### config.mk
export PLATFORM = sky130hd
export DESIGN_NAME = ta_adc_cap_ctrl
export DESIGN_NICKNAME = d
export VERILOG_FILES = /design/src/rtl/ta_adc_pkg.sv /design/src/rtl/ta_adc_trig_cmp.sv /design/src/rtl/ta_adc_cap_ctrl.sv
export SDC_FILE = /design/constraint.sdc
export NUM_CORES = 1
export LEC_CHECK = 0
export BUFFER_PORTS_ARGS = -buffer_cell sky130_fd_sc_hd__buf_4
export CAP_MARGIN = 10
export CORE_ASPECT_RATIO = 0.8
export CORE_MARGIN = 2
export CORE_UTILIZATION = 40
export CTS_CLUSTER_SIZE = 25
export DETAILED_ROUTE_END_ITERATION = 16
export GPL_ROUTABILITY_DRIVEN = 0
export PLACE_DENSITY = 0.59
export SLEW_MARGIN = 20
export SYNTH_ARGS = -nofsm -noshare
export SYNTH_HDL_FRONTEND = slang
export SYNTH_HIERARCHICAL = 1
export SYNTH_SLANG_ARGS = --single-unit
### constraint.sdc
create_clock -name clk62 -period 2.57 [get_ports clk62]
set_input_delay 0.514 -clock clk62 [delete_from_list [all_inputs] [get_ports clk62]]
set_output_delay 0.514 -clock clk62 [all_outputs]
set_load 0.02 [all_outputs]
### src/rtl/ta_adc_pkg.sv
// ta_adc_pkg: shared state encoding, lane count and default widths for the ADC capture controller.
package ta_adc_pkg;
  localparam int SAMPLES     = 4;
  localparam int ADC_W_DEF   = 14;
  localparam int WORD_W_DEF  = SAMPLES * ADC_W_DEF;
  localparam int LEN_W_DEF   = 16;
  localparam int DISCARD_DEF = 2;
  typedef enum logic [2:0] {IDLE, ARM, WAIT_TRIG, CAPTURE, DONE} state_t;
endpackage

### src/rtl/ta_adc_trig_cmp.sv
// ta_adc_trig_cmp: flags a merged word when any of its unsigned samples reaches the trigger level.
module ta_adc_trig_cmp import ta_adc_pkg::*; #(
  parameter int W = ADC_W_DEF
) (
  input  logic [SAMPLES*W-1:0] data_i,
  input  logic [W-1:0]         level_i,
  output logic                 hit_o
);
  logic [SAMPLES-1:0] ge;
  for (genvar k = 0; k < SAMPLES; k++) begin : g_lane
    assign ge[k] = data_i[k*W +: W] >= level_i;
  end
  assign hit_o = |ge;
endmodule

### src/rtl/ta_adc_cap_ctrl.sv
// ta_adc_cap_ctrl: arms, flushes, triggers and streams a fixed-length burst of merged ADC words.
module ta_adc_cap_ctrl import ta_adc_pkg::*; #(
  parameter int ADC0_0  = ADC_W_DEF,
  parameter int ADC0_1  = WORD_W_DEF,
  parameter int LEN_W   = LEN_W_DEF,
  parameter int DISCARD = DISCARD_DEF
) (
  input  logic              clk62,
  input  logic              rst,
  input  logic              start,
  input  logic              abort,
  input  logic              trig_mode,
  input  logic              sw_trig,
  input  logic [ADC0_0-1:0] trig_level,
  input  logic [LEN_W-1:0]  cap_len,
  input  logic [ADC0_1-1:0] merge_data,
  input  logic              mereg_datv,
  output logic              merge_en,
  output logic [ADC0_1-1:0] cap_data,
  output logic              cap_valid,
  input  logic              cap_ready,
  output logic              cap_last,
  output logic              busy,
  output logic              done,
  output logic              overflow
);
  localparam int DW = $clog2(DISCARD + 2);
  state_t            state_q;
  logic [LEN_W-1:0]  len_q, cnt_q, cnt_d;
  logic [DW-1:0]     disc_q;
  logic              seen_q, hit, trig, accept;
  logic [ADC0_1-1:0] cap_data_q;
  logic              cap_valid_q, cap_last_q, merge_en_q, busy_q, done_q, overflow_q;
  ta_adc_trig_cmp #(.W(ADC0_0)) u_cmp (
    .data_i (merge_data[SAMPLES*ADC0_0-1:0]),
    .level_i(trig_level),
    .hit_o  (hit)
  );
  assign cnt_d  = cnt_q + LEN_W'(1);
  assign trig   = mereg_datv && (trig_mode ? hit : (sw_trig || seen_q));
  assign accept = cap_valid_q && cap_ready;
  always_ff @(posedge clk62 or negedge rst) begin
    if (!rst) begin
      state_q     <= IDLE;
      len_q       <= '0;
      cnt_q       <= '0;
      disc_q      <= '0;
      seen_q      <= 1'b0;
      cap_data_q  <= '0;
      cap_valid_q <= 1'b0;
      cap_last_q  <= 1'b0;
      merge_en_q  <= 1'b0;
      busy_q      <= 1'b0;
      done_q      <= 1'b0;
      overflow_q  <= 1'b0;
    end else begin
      done_q <= 1'b0;
      if (abort) begin
        state_q     <= IDLE;
        cap_valid_q <= 1'b0;
        cap_last_q  <= 1'b0;
        merge_en_q  <= 1'b0;
        busy_q      <= 1'b0;
      end else begin
        case (state_q)
          IDLE: if (start && cap_len != '0) begin
            state_q    <= (DISCARD == 0) ? WAIT_TRIG : ARM;
            len_q      <= cap_len;
            cnt_q      <= '0;
            disc_q     <= '0;
            seen_q     <= 1'b0;
            overflow_q <= 1'b0;
            merge_en_q <= 1'b1;
            busy_q     <= 1'b1;
          end
          ARM: if (mereg_datv) begin
            disc_q <= disc_q + DW'(1);
            if (disc_q == DW'(DISCARD - 1)) state_q <= WAIT_TRIG;
          end
          WAIT_TRIG: begin
            seen_q <= seen_q | sw_trig;
            if (trig) begin
              state_q     <= CAPTURE;
              cap_data_q  <= merge_data;
              cap_valid_q <= 1'b1;
              cap_last_q  <= len_q == LEN_W'(1);
              cnt_q       <= LEN_W'(1);
            end
          end
          CAPTURE: if (accept && cap_last_q) begin
            state_q     <= DONE;
            cap_valid_q <= 1'b0;
            cap_last_q  <= 1'b0;
            merge_en_q  <= 1'b0;
            done_q      <= 1'b1;
          end else if (mereg_datv && cnt_q != len_q) begin
            // a full, unaccepted output register drops the word without counting it
            if (!cap_valid_q || accept) begin
              cap_data_q  <= merge_data;
              cap_valid_q <= 1'b1;
              cap_last_q  <= cnt_d == len_q;
              cnt_q       <= cnt_d;
            end else begin
              overflow_q <= 1'b1;
            end
          end else if (accept) begin
            cap_valid_q <= 1'b0;
          end
          DONE: begin
            state_q <= IDLE;
            busy_q  <= 1'b0;
          end
          default: state_q <= IDLE;
        endcase
      end
    end
  end
  assign merge_en  = merge_en_q;
  assign cap_data  = cap_data_q;
  assign cap_valid = cap_valid_q;
  assign cap_last  = cap_last_q;
  assign busy      = busy_q;
  assign done      = done_q;
  assign overflow  = overflow_q;
endmodule

==> After elaboration in Yosys (flattened, before gate mapping) <==
Index checks and enable logic that the tools add are counted.
{ "totals": {"inputBits": 94, "reg_bits": 100} }
{ "classes": {"n_mux": 50, "bitwise_logic": 2, "magnitude_cmp": 4, "n_reduce_logical": 30, "n_eq_ne": 24, "n_addsub": 2} }
{ "ops": {"columns": ["cell", "n"], "rows": [
  ["56-bit 2-to-1 mux", 4],
  ["56-bit one-hot mux with 2 select lines", 1],
  ["16-bit 2-to-1 mux", 5],
  ["14-bit greater-or-equal comparator", 4],
  ["16-bit one-hot mux with 3 select lines", 1],
  ["1-bit 2-to-1 mux", 23],
  ["3-bit 2-to-1 mux", 6],
  ["16-bit by 1-bit adder with 16-bit output (second input constant)", 1],
  ["16-bit by 1-bit equality test with 1-bit output (second input constant)", 1],
  ["16-bit equality test", 1],
  ["16-bit inequality test", 1],
  ["16-bit nonzero test", 1],
  ["3-bit inequality test (second input constant)", 5],
  ["2-bit inequality test (second input constant)", 7],
  ["1-bit one-hot mux with 2 select lines", 6],
  ["3-bit one-hot mux with 4 select lines", 1],
  ["4-bit AND reduction", 3],
  ["6-bit AND reduction", 2],
  ["3-bit nonzero test", 4],
  ["5-bit inequality test (second input constant)", 2],
  ["3-bit AND reduction", 3],
  ["4-bit inequality test (second input constant)", 2],
  ["2-bit nonzero test", 4],
  ["7-bit AND reduction", 1],
  ["other kinds (16)", 23]
]} }

==> Depth between registers and ports, before layout <==
{ "depth": {"word_depth": 7, "ltp_mapped": 15, "ltp_nobuf": 14} }

==> Hierarchy <==
Netlist, hierarchy kept.
{ "by_module_without_submodules": {"columns": ["module", "cells_each", "area_per_inst_um2", "seq_area_each_um2", "n_inst"], "rows": [
  ["ta_adc_cap_ctrl", 435, 4968.5, 2502.4, 1],
  ["ta_adc_trig_cmp", 162, 1270.0, 0.0, 1]
]} }

==> Worst setup path after synthesis <==
OpenSTA, ideal clock, no wires.
{ "synth_path": {"path_type": "input port to flip-flop", "from": "in trig_level[11]", "to": "reg cap_data_q[0], in the netlist cap_data[0]", "slack_ns": -0.637, "stages": 14, "arrival_time_ns": 3.082, "n_path_buf": 2, "t_required_ns": 2.445, "path_cell_list": "inv_1 > ha_1 > nand4_1 > nor3_1 > nor4_2 > nand4_1 > a2111o_1 > nand2b_1 > and3_1 > o21a_1 > o211ai_1 > buf_4 > buf_4 > mux2_2"} }
{ "synth_between": {"elab_chain_len": 6, "word_cells_on_any_way": 9, "classes_between": "order compare (4); eq/ne (1); mux (1); reduce/logical (3)"} }
{ "synth_lines": {"columns": ["item", "line", "source"], "rows": [
  ["from (decl)", "ta_adc_cap_ctrl.sv:14", "input logic [ADC0_0-1:0] trig_level,"],
  ["14-bit greater-or-equal comparator", "ta_adc_trig_cmp.sv:11", "assign ge[k] = data_i[k*W +: W] >= level_i;"],
  ["4-bit OR reduction *", "ta_adc_trig_cmp.sv:13", "assign hit_o = |ge;"],
  ["via hit", "ta_adc_cap_ctrl.sv:31", "logic seen_q, hit, trig, accept;"],
  ["1-bit 2-to-1 mux *", "ta_adc_cap_ctrl.sv:40", "assign trig = mereg_datv && (trig_mode ? hit : (sw_trig || seen_q));"],
  ["1-bit logical AND *", "ta_adc_cap_ctrl.sv:40", null],
  ["2-bit inequality test (no line) *", null, null],
  ["6-bit AND reduction (no line) *", null, null],
  ["to (signal assigned)", "ta_adc_cap_ctrl.sv:84", "cap_data_q <= merge_data;"],
  ["to (signal assigned)", "ta_adc_cap_ctrl.sv:99", "cap_data_q <= merge_data;"],
  ["to (decl)", "ta_adc_cap_ctrl.sv:32", "logic [ADC0_1-1:0] cap_data_q;"]
]} }
Mark *: on every way through the listed nets, which the timed path passes. The rest lies on a longest branch.
A chain may end at the register's enable or synchronous reset.

==> Worst setup path after layout <==
{ "layout_path": {"from": "in trig_level[8]", "to": "reg cap_data_q[23], in the netlist cap_data[23]"} }
Same word-level chain as after synthesis.

==> run metrics <==
WL/cell=between 15 and 20 um; Detail Placement HPWL=about 14000 um; cell area after layout=0.00952 mm2; maximum clock frequency=~320 MHz; fin util=0.630; number of buffers added by the clock tree synthesis step=9; area growth from synthesis to layout=52.6%; pin count of the biggest net entering global routing=62; reg-to-reg setup timing slack=about 0.11 ns; Period Utilization, post-route=1.23; endpoint of the worst-slack reg-to-reg timing path=cap_data[23]; sequential element share of the synthesized area=0.401; unique cell type count in the Yosys netlist=63; multiplexer share of the synthesized area=0.137; final count of pins violating max slew=0; min cycle time layout=3.15 ns; gr usage total=0.245; # IOs=156; TritonCTS clock tree=built; remaining design rule violation count=0; Synth warnings=6; Worst-Margin Slew=0.818 ns; root buffer cell=sky130_fd_sc_hd__clkbuf_16; type of the worst min-delay path=primary input to asynchronous set/reset pin; total instance count after detailed placement=994; Port-buffer cells=between 150 and 200; width of the die=144 um; worst-case reg-to-reg path depth=11; arrival time of data at the critical path endpoint=between 3 and 4 ns; result of the run=complete, but fails checks; post-synthesis compound-gate area fraction=0.115; Max Clock Skew=0.00962 ns; largest fanout of any net on the critical path=7; clock slew at the register clock pins of the worst setup and hold paths=0.07 ns; worst slew margin relative to its limit=0.450; most common flop cell mapped by yosys=sky130_fd_sc_hd__dfrtp_1; Die Area=0.0166 mm2; number of nets produced by synthesis=749; violated checks=negative setup slack; count of TritonRoute iterations in the first routing pass=5; sequential standard cell area=0.00250 mm2; EDFF count, synth=0; summed instance area of the synthesized netlist=approximately 0.0062 mm2; starting density of the core=0.413; per-instance average area after synthesis=10.4 um2; clock insertion delay at the later pin of the skew report=0.35 ns; post-placement worst setup slack=-1.15 ns; layout net count=971; top cell type's share of synthesized area=0.401; number of rows in the core area=40; GR Overflow Total=0; non-filler cells in the finished layout=slightly above 1000; peak supply drop=0.623 mV; CP Data Required Time=2.81 ns; power per standard cell area=758 mW/mm2; routed via count divided by cell count=around 5.5; setup repair after global routing missed its margin=true; Hold Violations, Final=0; deepest level of the CTS H-tree=3; cells along the critical path=buf_6 -> inv_6 -> buf_4 -> ha_2 -> a21oi_2 -> o22ai_2 -> a211oi_2 -> nand4_1 -> a2111o_1 -> nand2b_4 -> and3_4 -> o21a_1 -> o211ai_1 -> buf_4 -> buf_6 -> clkbuf_16 -> mux2_2; reported leakage power=4.53 nW; delay of the slowest cell on the worst path=approximately 0.40 ns; maximum capacitance violations=0; number of hold buffers added after cts=0; number of global-route vias before repair=approximately 5700; sort of element at the end of the critical path=register; placed standard-cell area=~0.0080 mm2; main combinational cell family by area after synthesis=simple AND/OR/NAND/NOR gates; footprint of the multi-input gates=0.00427 mm2; slowest CP cell=sky130_fd_sc_hd__a2111o_1; first-pass GRT wire length=31200 um; startpoint class of the critical path=primary input; Async S/R FF share, synth=1.00; final antenna-violating net count=0; Post-Synth XOR/XNOR Area=0.0463; share of synthesized cell area in full adder, half adder and majority cells=0.116; Post-Synthesis Cells=597; number of vias in the routed layout=5680; filler cell count=1224; cell types with the largest area share after synthesis=sky130_fd_sc_hd__dfrtp_1 40%, sky130_fd_sc_hd__mux2_2 13%, sky130_fd_sc_hd__ha_1 12%; initial antenna violation count=0; startpoint of the worst-slack reg-to-reg timing path=len_q[10]; total detailed-routing wirelength=a little over 20000 um; FF+latch count, synth=100; Vert. Die Dim=116 um; post-layout worst setup margin=-0.583 ns; family with the most delay on the worst path=compound AO/OA/AOI/OAI gates; core region area=~0.015 mm2; fraction of the mapped netlist area in simple logic gates=0.145; buffers plus inverters on the worst setup path=6; Clock Tree Buf Depth=2; category of the critical setup timing path=primary input to register; number of setup violations in the final report=75; DRC marker count from the first detailed-route iteration=406; antenna diode count=0; biggest area consumer among synthesized cells=sky130_fd_sc_hd__dfrtp_1; number of clock sinks=100; ratio of cells with drive above 1 in the final layout=0.513
worst max path at each step:
stage               cells past startpoint           start           end
global route                           16   trig_level[6]  cap_data[21]
finish                                 17   trig_level[8]  cap_data[23]
CTS                                    16  trig_level[11]   cap_data[3]
global placement                       15   trig_level[4]  cap_data[32]
detailed placement                     15   trig_level[4]  cap_data[17]
floorplan                              14  trig_level[11]   cap_data[0]
synthesized netlist by cell type, types with 16 or more instances:
master	instances
sky130_fd_sc_hd__o21ai_0	17
sky130_fd_sc_hd__dfrtp_1	100
sky130_fd_sc_hd__a21oi_1	36
sky130_fd_sc_hd__nand3_1	16
sky130_fd_sc_hd__inv_1	28
sky130_fd_sc_hd__ha_1	58
sky130_fd_sc_hd__mux2_2	73
sky130_fd_sc_hd__nand2_1	41
sky130_fd_sc_hd__nand4_1	19
sky130_fd_sc_hd__xnor2_1	19
sky130_fd_sc_hd__nor2_1	29
routing by layer:
layer | track usage | routed length [um] | up-vias
li1 | - | - | 2646
met2 | 0.370 | 9180 | 206
met5 | 0 | 0 | -
met1 | 0.359 | 9730 | 2795
met4 | 0.0706 | 504 | 0
met3 | 0.0459 | 1240 | 33
area by class of cell:
class,count,area share
sequential,100,0.263
clock buffer,12,0.0259
clock inverter,4,0.00513
timing repair buffer,237,0.214
tap,210,0.0276
inverter,28,0.0166
multi-input combinational,443,0.448
registers in the layout, summed over array words and instances, names as in the netlist:
| register | cells |
|---|---|
| busy | 1 |
| cap_data | 56 |
| cap_last | 1 |
| cap_valid | 1 |
| cnt_q | 16 |
| disc_q | 2 |
| done | 1 |
| len_q | 16 |
| merge_en | 1 |
| overflow | 1 |
| seen_q | 1 |
| state_q | 3 |
report_power, final:
part / internal (mW) / switching (mW)
sequential: 2.13 / 0.418
clock: 0.782 / 0.607
combinational: 1.72 / 1.56
placed cells by master, fill, tap and decap left out, types with 6 or more instances in the layout:
master	n
sky130_fd_sc_hd__buf_4	209
sky130_fd_sc_hd__dfrtp_1	100
sky130_fd_sc_hd__mux2_4	45
sky130_fd_sc_hd__nand2_1	40
sky130_fd_sc_hd__ha_1	30
sky130_fd_sc_hd__mux2_2	28
sky130_fd_sc_hd__nor2_1	27
sky130_fd_sc_hd__ha_4	27
sky130_fd_sc_hd__a21oi_1	26
sky130_fd_sc_hd__xnor2_1	19
sky130_fd_sc_hd__nand4_1	19
sky130_fd_sc_hd__inv_1	16
sky130_fd_sc_hd__nand3_1	15
sky130_fd_sc_hd__xor2_1	14
sky130_fd_sc_hd__nor4_1	12
sky130_fd_sc_hd__buf_6	12
sky130_fd_sc_hd__clkbuf_16	11
sky130_fd_sc_hd__nor3_1	9
sky130_fd_sc_hd__a21oi_2	9
sky130_fd_sc_hd__o211ai_1	9
sky130_fd_sc_hd__buf_12	9
sky130_fd_sc_hd__o21ai_0	7
sky130_fd_sc_hd__nand2b_1	6
metrics by stage:
| stage | power [mW] | hold WS (ns) | setup TNS [ns] |
|---|---|---|---|
| after detailed placement | 5.37 | 0.495 | -76.86 |
| final | 7.22 | 0.134 | -34.53 |
| after global routing | 7.59 | 0.175 | -39.84 |
| after global placement | 5.29 | 0.488 | -71.55 |
| after CTS | 7.08 | 0.165 | -27.42 |
| after floorplan | 4.02 | 0.218 | -34.32 |
repair_timing:
item | 4_1_cts | 5_1_grt
cloned | 6 | 2
pin swaps | 31 | 17
buffers inserted | 16 | 4
resized for setup | 168 | 36
endpoints found under the setup margin | 75 | 75
logic make-up after synthesis:
group,Yosys count
muxes,76
buffers and inverters,54
AOI/OAI and AO/OA,107
adders and majority gates,58
and+or+nand+nor,169
xor gates and xnor gates,33
DFF,100
(Power assumes the default switching activity.)
